$ cat config.mk
export PLATFORM = sky130hd
export DESIGN_NAME = fifo_uart_transmitter
export DESIGN_NICKNAME = d
export VERILOG_FILES = /design/src/rtl/fifo_uart_transmitter.sv
export SDC_FILE = /design/constraint.sdc
export NUM_CORES = 1
export LEC_CHECK = 0
export BUFFER_PORTS_ARGS = -buffer_cell sky130_fd_sc_hd__buf_4
export CORE_ASPECT_RATIO = 1.5
export CORE_MARGIN = 10
export CORE_UTILIZATION = 35
export CTS_BUF_LIST = sky130_fd_sc_hd__clkbuf_4
export CTS_CLUSTER_DIAMETER = 80
export DETAILED_ROUTE_END_ITERATION = 10
export REMOVE_ABC_BUFFERS = 1
export SLEW_MARGIN = 5
export SYNTH_ARGS = -nofsm -noshare
export SYNTH_HDL_FRONTEND = slang
export SYNTH_SLANG_ARGS = --single-unit
export TNS_END_PERCENT = 1
$ cat constraint.sdc
create_clock -name clk -period 3.2 [get_ports clk]
set_input_delay 0.64 -clock clk [delete_from_list [all_inputs] [get_ports clk]]
set_output_delay 0.64 -clock clk [all_outputs]
set_load 0.02 [all_outputs]
$ cat src/rtl/fifo_uart_transmitter.sv
// fifo_uart_transmitter: drains bytes from an upstream FIFO and sends each one
// as an 8N1 UART frame (LSB first, idle high). One byte costs IDLE + READ +
// LOAD + 10 bit periods, and the next byte can start after one IDLE cycle.
// Ports:
//   clk        - sole clock, rising edge
//   reset      - asynchronous active-low reset
//   enable     - allows a new FIFO read from IDLE; a frame in flight always completes
//   fifo_empty - upstream empty flag, looked at only in IDLE
//   fifo_dout  - upstream read data, valid the cycle after fifo_rd_en
//   fifo_rd_en - one-cycle read strobe (READ state)
//   tx         - registered serial output
//   busy       - high in every state except IDLE
//   byte_done  - one-cycle pulse on the last cycle of the stop bit
module fifo_uart_transmitter #(
  parameter int CLKS_PER_BIT = 104
) (
  input  logic       clk,
  input  logic       reset,
  input  logic       enable,
  input  logic       fifo_empty,
  input  logic [7:0] fifo_dout,
  output logic       fifo_rd_en,
  output logic       tx,
  output logic       busy,
  output logic       byte_done
);

  typedef enum logic [2:0] {
    IDLE,
    READ,
    LOAD,
    START,
    DATA,
    STOP
  } state_t;

  localparam logic [15:0] BAUD_LAST = 16'(CLKS_PER_BIT - 1);

  state_t      state;
  state_t      state_nxt;
  logic [15:0] baud_cnt;
  logic [2:0]  bit_idx;
  logic [7:0]  shift_reg;
  logic        bit_end;
  logic        tx_nxt;

  assign bit_end = (baud_cnt == BAUD_LAST);

  // State register
  always_ff @(posedge clk or negedge reset) begin
    if (!reset) begin
      state <= IDLE;
    end else begin
      state <= state_nxt;
    end
  end

  // Next state, Moore outputs and the next value of the registered tx line
  always_comb begin
    state_nxt  = state;
    fifo_rd_en = 1'b0;
    busy       = 1'b1;
    byte_done  = 1'b0;
    tx_nxt     = 1'b1;

    case (state)
      IDLE: begin
        busy = 1'b0;
        if (enable && !fifo_empty) begin
          state_nxt = READ;
        end
      end
      READ: begin
        fifo_rd_en = 1'b1;
        state_nxt  = LOAD;
      end
      LOAD: begin
        state_nxt = START;
      end
      START: begin
        if (bit_end) begin
          state_nxt = DATA;
        end
      end
      DATA: begin
        if (bit_end && (bit_idx == 3'd7)) begin
          state_nxt = STOP;
        end
      end
      STOP: begin
        if (bit_end) begin
          byte_done = 1'b1;
          state_nxt = IDLE;
        end
      end
      default: begin
        state_nxt = IDLE;
      end
    endcase

    // tx is registered, so it is set up from where the FSM is heading.
    // Inside DATA the bit after the current one is shift_reg[1], because the
    // shift register moves right on the same edge.
    case (state_nxt)
      START: tx_nxt = 1'b0;
      DATA: begin
        if (state == START) begin
          tx_nxt = shift_reg[0];
        end else if (bit_end) begin
          tx_nxt = shift_reg[1];
        end else begin
          tx_nxt = tx;
        end
      end
      default: tx_nxt = 1'b1;
    endcase
  end

  // Baud counter, bit index, shift register and serial line
  always_ff @(posedge clk or negedge reset) begin
    if (!reset) begin
      baud_cnt  <= 16'd0;
      bit_idx   <= 3'd0;
      shift_reg <= 8'h00;
      tx        <= 1'b1;
    end else begin
      tx <= tx_nxt;

      // The counter only runs inside a frame and restarts on every bit
      // boundary and on every state change.
      if ((state_nxt != state) || bit_end ||
          !(state inside {START, DATA, STOP})) begin
        baud_cnt <= 16'd0;
      end else begin
        baud_cnt <= baud_cnt + 16'd1;
      end

      if (state == DATA) begin
        if (bit_end) begin
          bit_idx   <= bit_idx + 3'd1;
          shift_reg <= {1'b0, shift_reg[7:1]};
        end
      end else begin
        bit_idx <= 3'd0;
      end

      if (state == LOAD) begin
        shift_reg <= fifo_dout;
      end
    end
  end

endmodule

==> results of run 1 <==
## cell type report
class / count / share of cell area [%]
Clock buffer: 7 / 2.87
Clock inverter: 1 / 0.273
Inverter: 4 / 0.820
Multi-Input combinational cell: 119 / 43.8
Sequential cell: 31 / 42.4
Tap cell: 48 / 3.28
Timing Repair Buffer: 16 / 6.56
## layer usage
| layer | track usage, % | vias up |
|---|---|---|
| li1 | - | 603 |
| met1 | 10.8 | 612 |
| met2 | 17.3 | 16 |
| met3 | 3.53 | 4 |
| met4 | 3.59 | 0 |
| met5 | 0 | - |
## cells in the final DEF, fill, tap and decap left out, drive strengths merged, types with 5 or more instances in the layout
| cell | synthesis | layout |
|---|---|---|
| buf | 3 | 16 |
| clkbuf | 3 | 7 |
| dfrtp | 30 | 30 |
| nand2 | 6 | 6 |
| nand3 | 6 | 6 |
| nor2 | 25 | 25 |
| nor3 | 7 | 7 |
| o21ai | 5 | 5 |
| o221a | 6 | 6 |
| or3 | 8 | 8 |
| xnor2 | 12 | 12 |
## path summary, 6_finish.rpt
kind / from / to / slack [ns] / cells past startpoint
max: baud_cnt[12]$_DFF_PN0_ / byte_done / 0.08 / 5
min: reset / state[1]$_DFF_PN0_ / 0.22 / 1
max reg2reg: baud_cnt[12]$_DFF_PN0_ / shift_reg[4]$_DFFE_PN0P_ / 0.98 / 4
min reg2reg: shift_reg[0]$_DFFE_PN0P_ / shift_reg[0]$_DFFE_PN0P_ / 0.51 / 1
max in group asynchronous: reset / tx$_DFFE_PN1P_ / 2.66 / 1
min in group clk: shift_reg[0]$_DFFE_PN0P_ / shift_reg[0]$_DFFE_PN0P_ / 0.51 / 1
## worst reg2reg max path, delay by kind of cell (launching register included)
kind             cells  cell delay [ns]
AO/OA/AOI/OAI        1             0.30
flip-flops           1             0.45
AND/OR/NAND/NOR      3             1.37
## power by group
part / leakage, nW / total [W] / switching (W) / internal (W)
clock: 0.0361 / 0.000238 / 0.000135 / 0.000102
combinational: 0.353 / 0.0000240 / 0.0000110 / 0.0000129
sequential: 0.377 / 0.000400 / 0.00000340 / 0.000397
total: 0.766 / 0.000662 / 0.000150 / 0.000512
## cells by family after synthesis
family / synth area share (%)
compound gates: 12.3
xor+xnor: 7.56
fa+ha+maj: 2.31
buf+inv: 2.70
flops: 47.9
mux: 1.85
simple gates: 25.4
## stage by stage
step                      utilization (%)  total power (W)  worst slack [ns]  cells  hold WS (ns)
after floorplan                         -         0.000412             0.467    154         0.344
after global placement               39.4         0.000432             0.474    218         0.483
after detailed placement             39.4         0.000433             0.440    218         0.488
after CTS                            40.7         0.000669            0.0613    226         0.229
after global routing                 40.7         0.000694            0.0113    226         0.228
final                                40.7         0.000662            0.0848    226         0.221
==> results.ini, run 1 <==
[die]
dieArea_sq_um=7820
initial_core_util_pct=36.0
die_h_um=103
io_pins=16
die_w_um=75.6
core_area_sq_um=4500
rows=30

[clocking]
clock-sinks=31
cts_setup_buffers=0
htreeDepth=2
cts_repair_resize_count=0
path_clk_slew_ns=0.10
numCtsBuffers=5
cts_tree=done
clock_path_buffers=2
clkLatencyLatePin_ns=0.33
cts_hold_buf=0
cts.root.buffer_cell=clkbuf_4

[routing]
via_per_inst=5.46
wl_met3_um=162
wl_per_cell_um=15.3
firstDrtPassIters=4
totalWireLength_um=3450
antenna_left=0
drc_errors=0
routed.top_layer=met4
met1_length_um=1470
num_vias=1235
drt_iter0_drc=95
wl_met2_um=1780

[layout]
fillers=457
design_area_sq_um=1830
n_antenna_cell=0
multi_input_area_sq_um=802
final_layout_size_suffix_gt1_share_pct=19.1
largest_reg_flops=16
regArea_sq_um=777
area_growth_pct=12.9
nets=192

[sta]
setup_viol=0
relSlewSlack_pct=56.4
worstMarginPinSlew_ns=0.654
slew_viol_final=0
skew_ns=0.00615
fmax_mhz=321
rsz0062_at_grt=no
min_period_ns=3.12
finalCritPeriodShare_pct=97.3
hold_viol=0
tns_ns=0

[worst_setup_path]
critPathMaxFanout=5
path_delay_family=simple AND/OR/NAND/NOR gates
crit_required_ns=2.56
end_kind=output port
crit_type=reg2out
path_buf_inv=1
crit_slowest_cell=or4_4
max_stage_delay_ns=0.60
crit_chain=or4_4, or4_4, or2_0, nor2b_1, buf_4
start_kind=flop
worstPathArrival_ns=2.48
critPathMostFrequentCell=or4_4

[yosys]
ys_ff_latch=31
syn_area_per_cell_sq_um=10.1
yosys.area.top_type=dfrtp_1
ys_seq_area_share_pct=47.9
netlist_area_sq_um=1620
synth.area.top_cells=dfrtp_1, xnor2_1, nor2_1, o221a_1, or3_1
synthFlopType=dfrtp_1
synth_edf_count=0
synthTopCellsByCount=dfrtp_1, nor2_1, xnor2_1
synth_top_area_share_pct=46.3
async_flop_share_pct=100
synth.distinct_cells=39
yosysWarnings=0
synth.most_common_cell=dfrtp_1
synthCells=160

[global_route]
grt_antenna_before_repair=0
grt_max_degree=32
track_usage_pct=10.0
grt_pass1_vias=1319
grt-ovfl-total=0
grt_pass1_wl_um=6130

[power]
powerDensity_nw_per_um2=361
p_leak_nw=0.766
vdd_drop_max_v=0.000149

[placement]
hpwl_um=2500
place_congestion=0.799
placed_cell_area_sq_um=1770
port_buffers=15

[run]
drv_cap=0

[hold_path]
min_path_type=in2async

[run_status]
outcome=finished, final reports clean

No activity file was read; power rests on OpenSTA's default activity.
==> inputs of run 2 (changes only) <==
Settings changed: CTS_BUF_LIST sky130_fd_sc_hd__clkbuf_4 to sky130_fd_sc_hd__clkbuf_8 sky130_fd_sc_hd__clkbuf_16, SKIP_LAST_GASP set to 1.
==> run 2 against run 1 <==
  * Cell area grew 1.3%
  * Setup slack gained 0.066 ns
  * Wire length is 1.0% lower
  * Fmax grew 2.2%
  * Die area did not move
  * Critical path type unchanged
  * Count of clock-buffer cells in the layout is 2 lower
  * Clock power increased by 21%
  * Largest power group unchanged
  * Hold slack better by 0.063 ns
==> results.ini, run 2 (synthesized netlist as in run 1, its figures left out) <==
[run_status]
outcome=finished, final reports clean

[sta]
tns_ns=0
setup_viol=0
slew_viol_final=0
worstMarginPinSlew_ns=0.647
hold_viol=0
fmax_mhz=328
skew_ns=0.00768
setup_ws_ns=0.151
min_period_ns=3.05
finalCritPeriodShare_pct=95.3
rsz0062_at_grt=no
relSlewSlack_pct=56.9

[routing]
firstDrtPassIters=4
drt_iter0_drc=76
antenna_left=0
num_vias=1242
totalWireLength_um=3420
via_per_inst=5.50
drc_errors=0
wl_per_cell_um=15.1

[worst_setup_path]
crit_type=reg2out
max_stage_delay_ns=0.60
start_kind=flop
reg2reg_from=baud_cnt[12]$_DFF_PN0_
crit_required_ns=2.56
path_buf_inv=1
worstPathArrival_ns=2.41
ff2ff_setup_slack_ns=1.00
end_kind=output port
critPathMostFrequentCell=or4_4
path_delay_family=simple AND/OR/NAND/NOR gates
worst-r2r-cell-count=4
setup.worst_path.start=baud_cnt[12]$_DFF_PN0_
crit_chain=or4_4, or4_4, or2_0, nor2b_1, buf_4
crit_slowest_cell=or4_4
r2r-end=shift_reg[2]$_DFFE_PN0P_
critPathMaxFanout=5

[die]
io_pins=16
initial_core_util_pct=36.0
core_area_sq_um=4500
die_w_um=75.6
rows=30
die_h_um=103
dieArea_sq_um=7820

[layout]
final_common_cell=dfrtp_1
nets=192
area_growth_pct=14.3
mostFrequentLayoutCells=dfrtp_1, nor2_1, buf_4
largest_reg_flops=16
final_layout_size_suffix_gt1_share_pct=18.0
n_antenna_cell=0
fillers=458

[clocking]
clkLatencyLatePin_ns=0.28
clock-sinks=31
cts_hold_buf=0
cts_repair_resize_count=0
path_clk_slew_ns=0.07
numCtsBuffers=5
cts_tree=done
cts.root.buffer_cell=clkbuf_8
clock_path_buffers=2
htreeDepth=2
cts_setup_buffers=0

[placement]
port_buffers=15
place_ws_ns=0.440
hpwl_um=2500
place_congestion=0.799

[global_route]
grt_pass1_vias=1321
grt_antenna_before_repair=0
grt_max_degree=32
track_usage_pct=10.1
grt-ovfl-total=0
grt_pass1_wl_um=6080

[power]
p_leak_nw=0.781
powerDensity_nw_per_um2=383
vdd_drop_max_v=0.000168

[hold_path]
min_path_type=in2async

[run]
drv_cap=0

## run 2: layout make-up
type / count / area (sq um) / area share, %
inverter: 4 / 15.0 / 0.809
clock inverter: 3 / 12.5 / 0.674
tap: 48 / 60.1 / 3.24
clock buffer: 5 / 68.8 / 3.71
timing repair buffer: 16 / 120 / 6.47
sequential: 31 / 777 / 41.9
multi-input combinational: 119 / 802 / 43.2
## run 2: worst max path at each step
stage | end | cells past startpoint
finish | byte_done | 5
CTS | byte_done | 5
global placement | byte_done | 5
floorplan | byte_done | 4
global route | byte_done | 5
detailed placement | byte_done | 5
## run 2: power breakdown
part	internal [W]	total, W	switching (W)
Clock	0.000146	0.000287	0.000141
Sequential	0.000397	0.000401	0.00000347
Combinational	0.0000129	0.0000240	0.0000111
## run 2: routing by layer
metal / routed length [um] / up-vias / global-route usage [%]
li1: - / 601 / -
met1: 1450 / 615 / 10.4
met2: 1770 / 22 / 17.4
met3: 163 / 4 / 3.53
met4: 42 / 0 / 4.88
met5: 0 / - / 0
## run 2: worst register-to-register path, cell delays in order, from the launching register on
cell     delay [ns]
dfrtp_1        0.43
or4_4          0.59
or3_4          0.43
or2_0          0.34
o221a_1        0.30
## run 2: per-stage QoR
| step | std cells | hold slack [ns] | utilization, % | instance area (sq um) | total power (W) |
|---|---|---|---|---|---|
| floorplan | 154 | 0.344 | - | 1590 | 0.000412 |
| global placement | 218 | 0.483 | 39.4 | 1770 | 0.000432 |
| detailed placement | 218 | 0.488 | 39.4 | 1770 | 0.000433 |
| CTS | 226 | 0.289 | 41.2 | 1860 | 0.000724 |
| global route | 226 | 0.304 | 41.2 | 1860 | 0.000745 |
| finish | 226 | 0.285 | 41.2 | 1860 | 0.000711 |
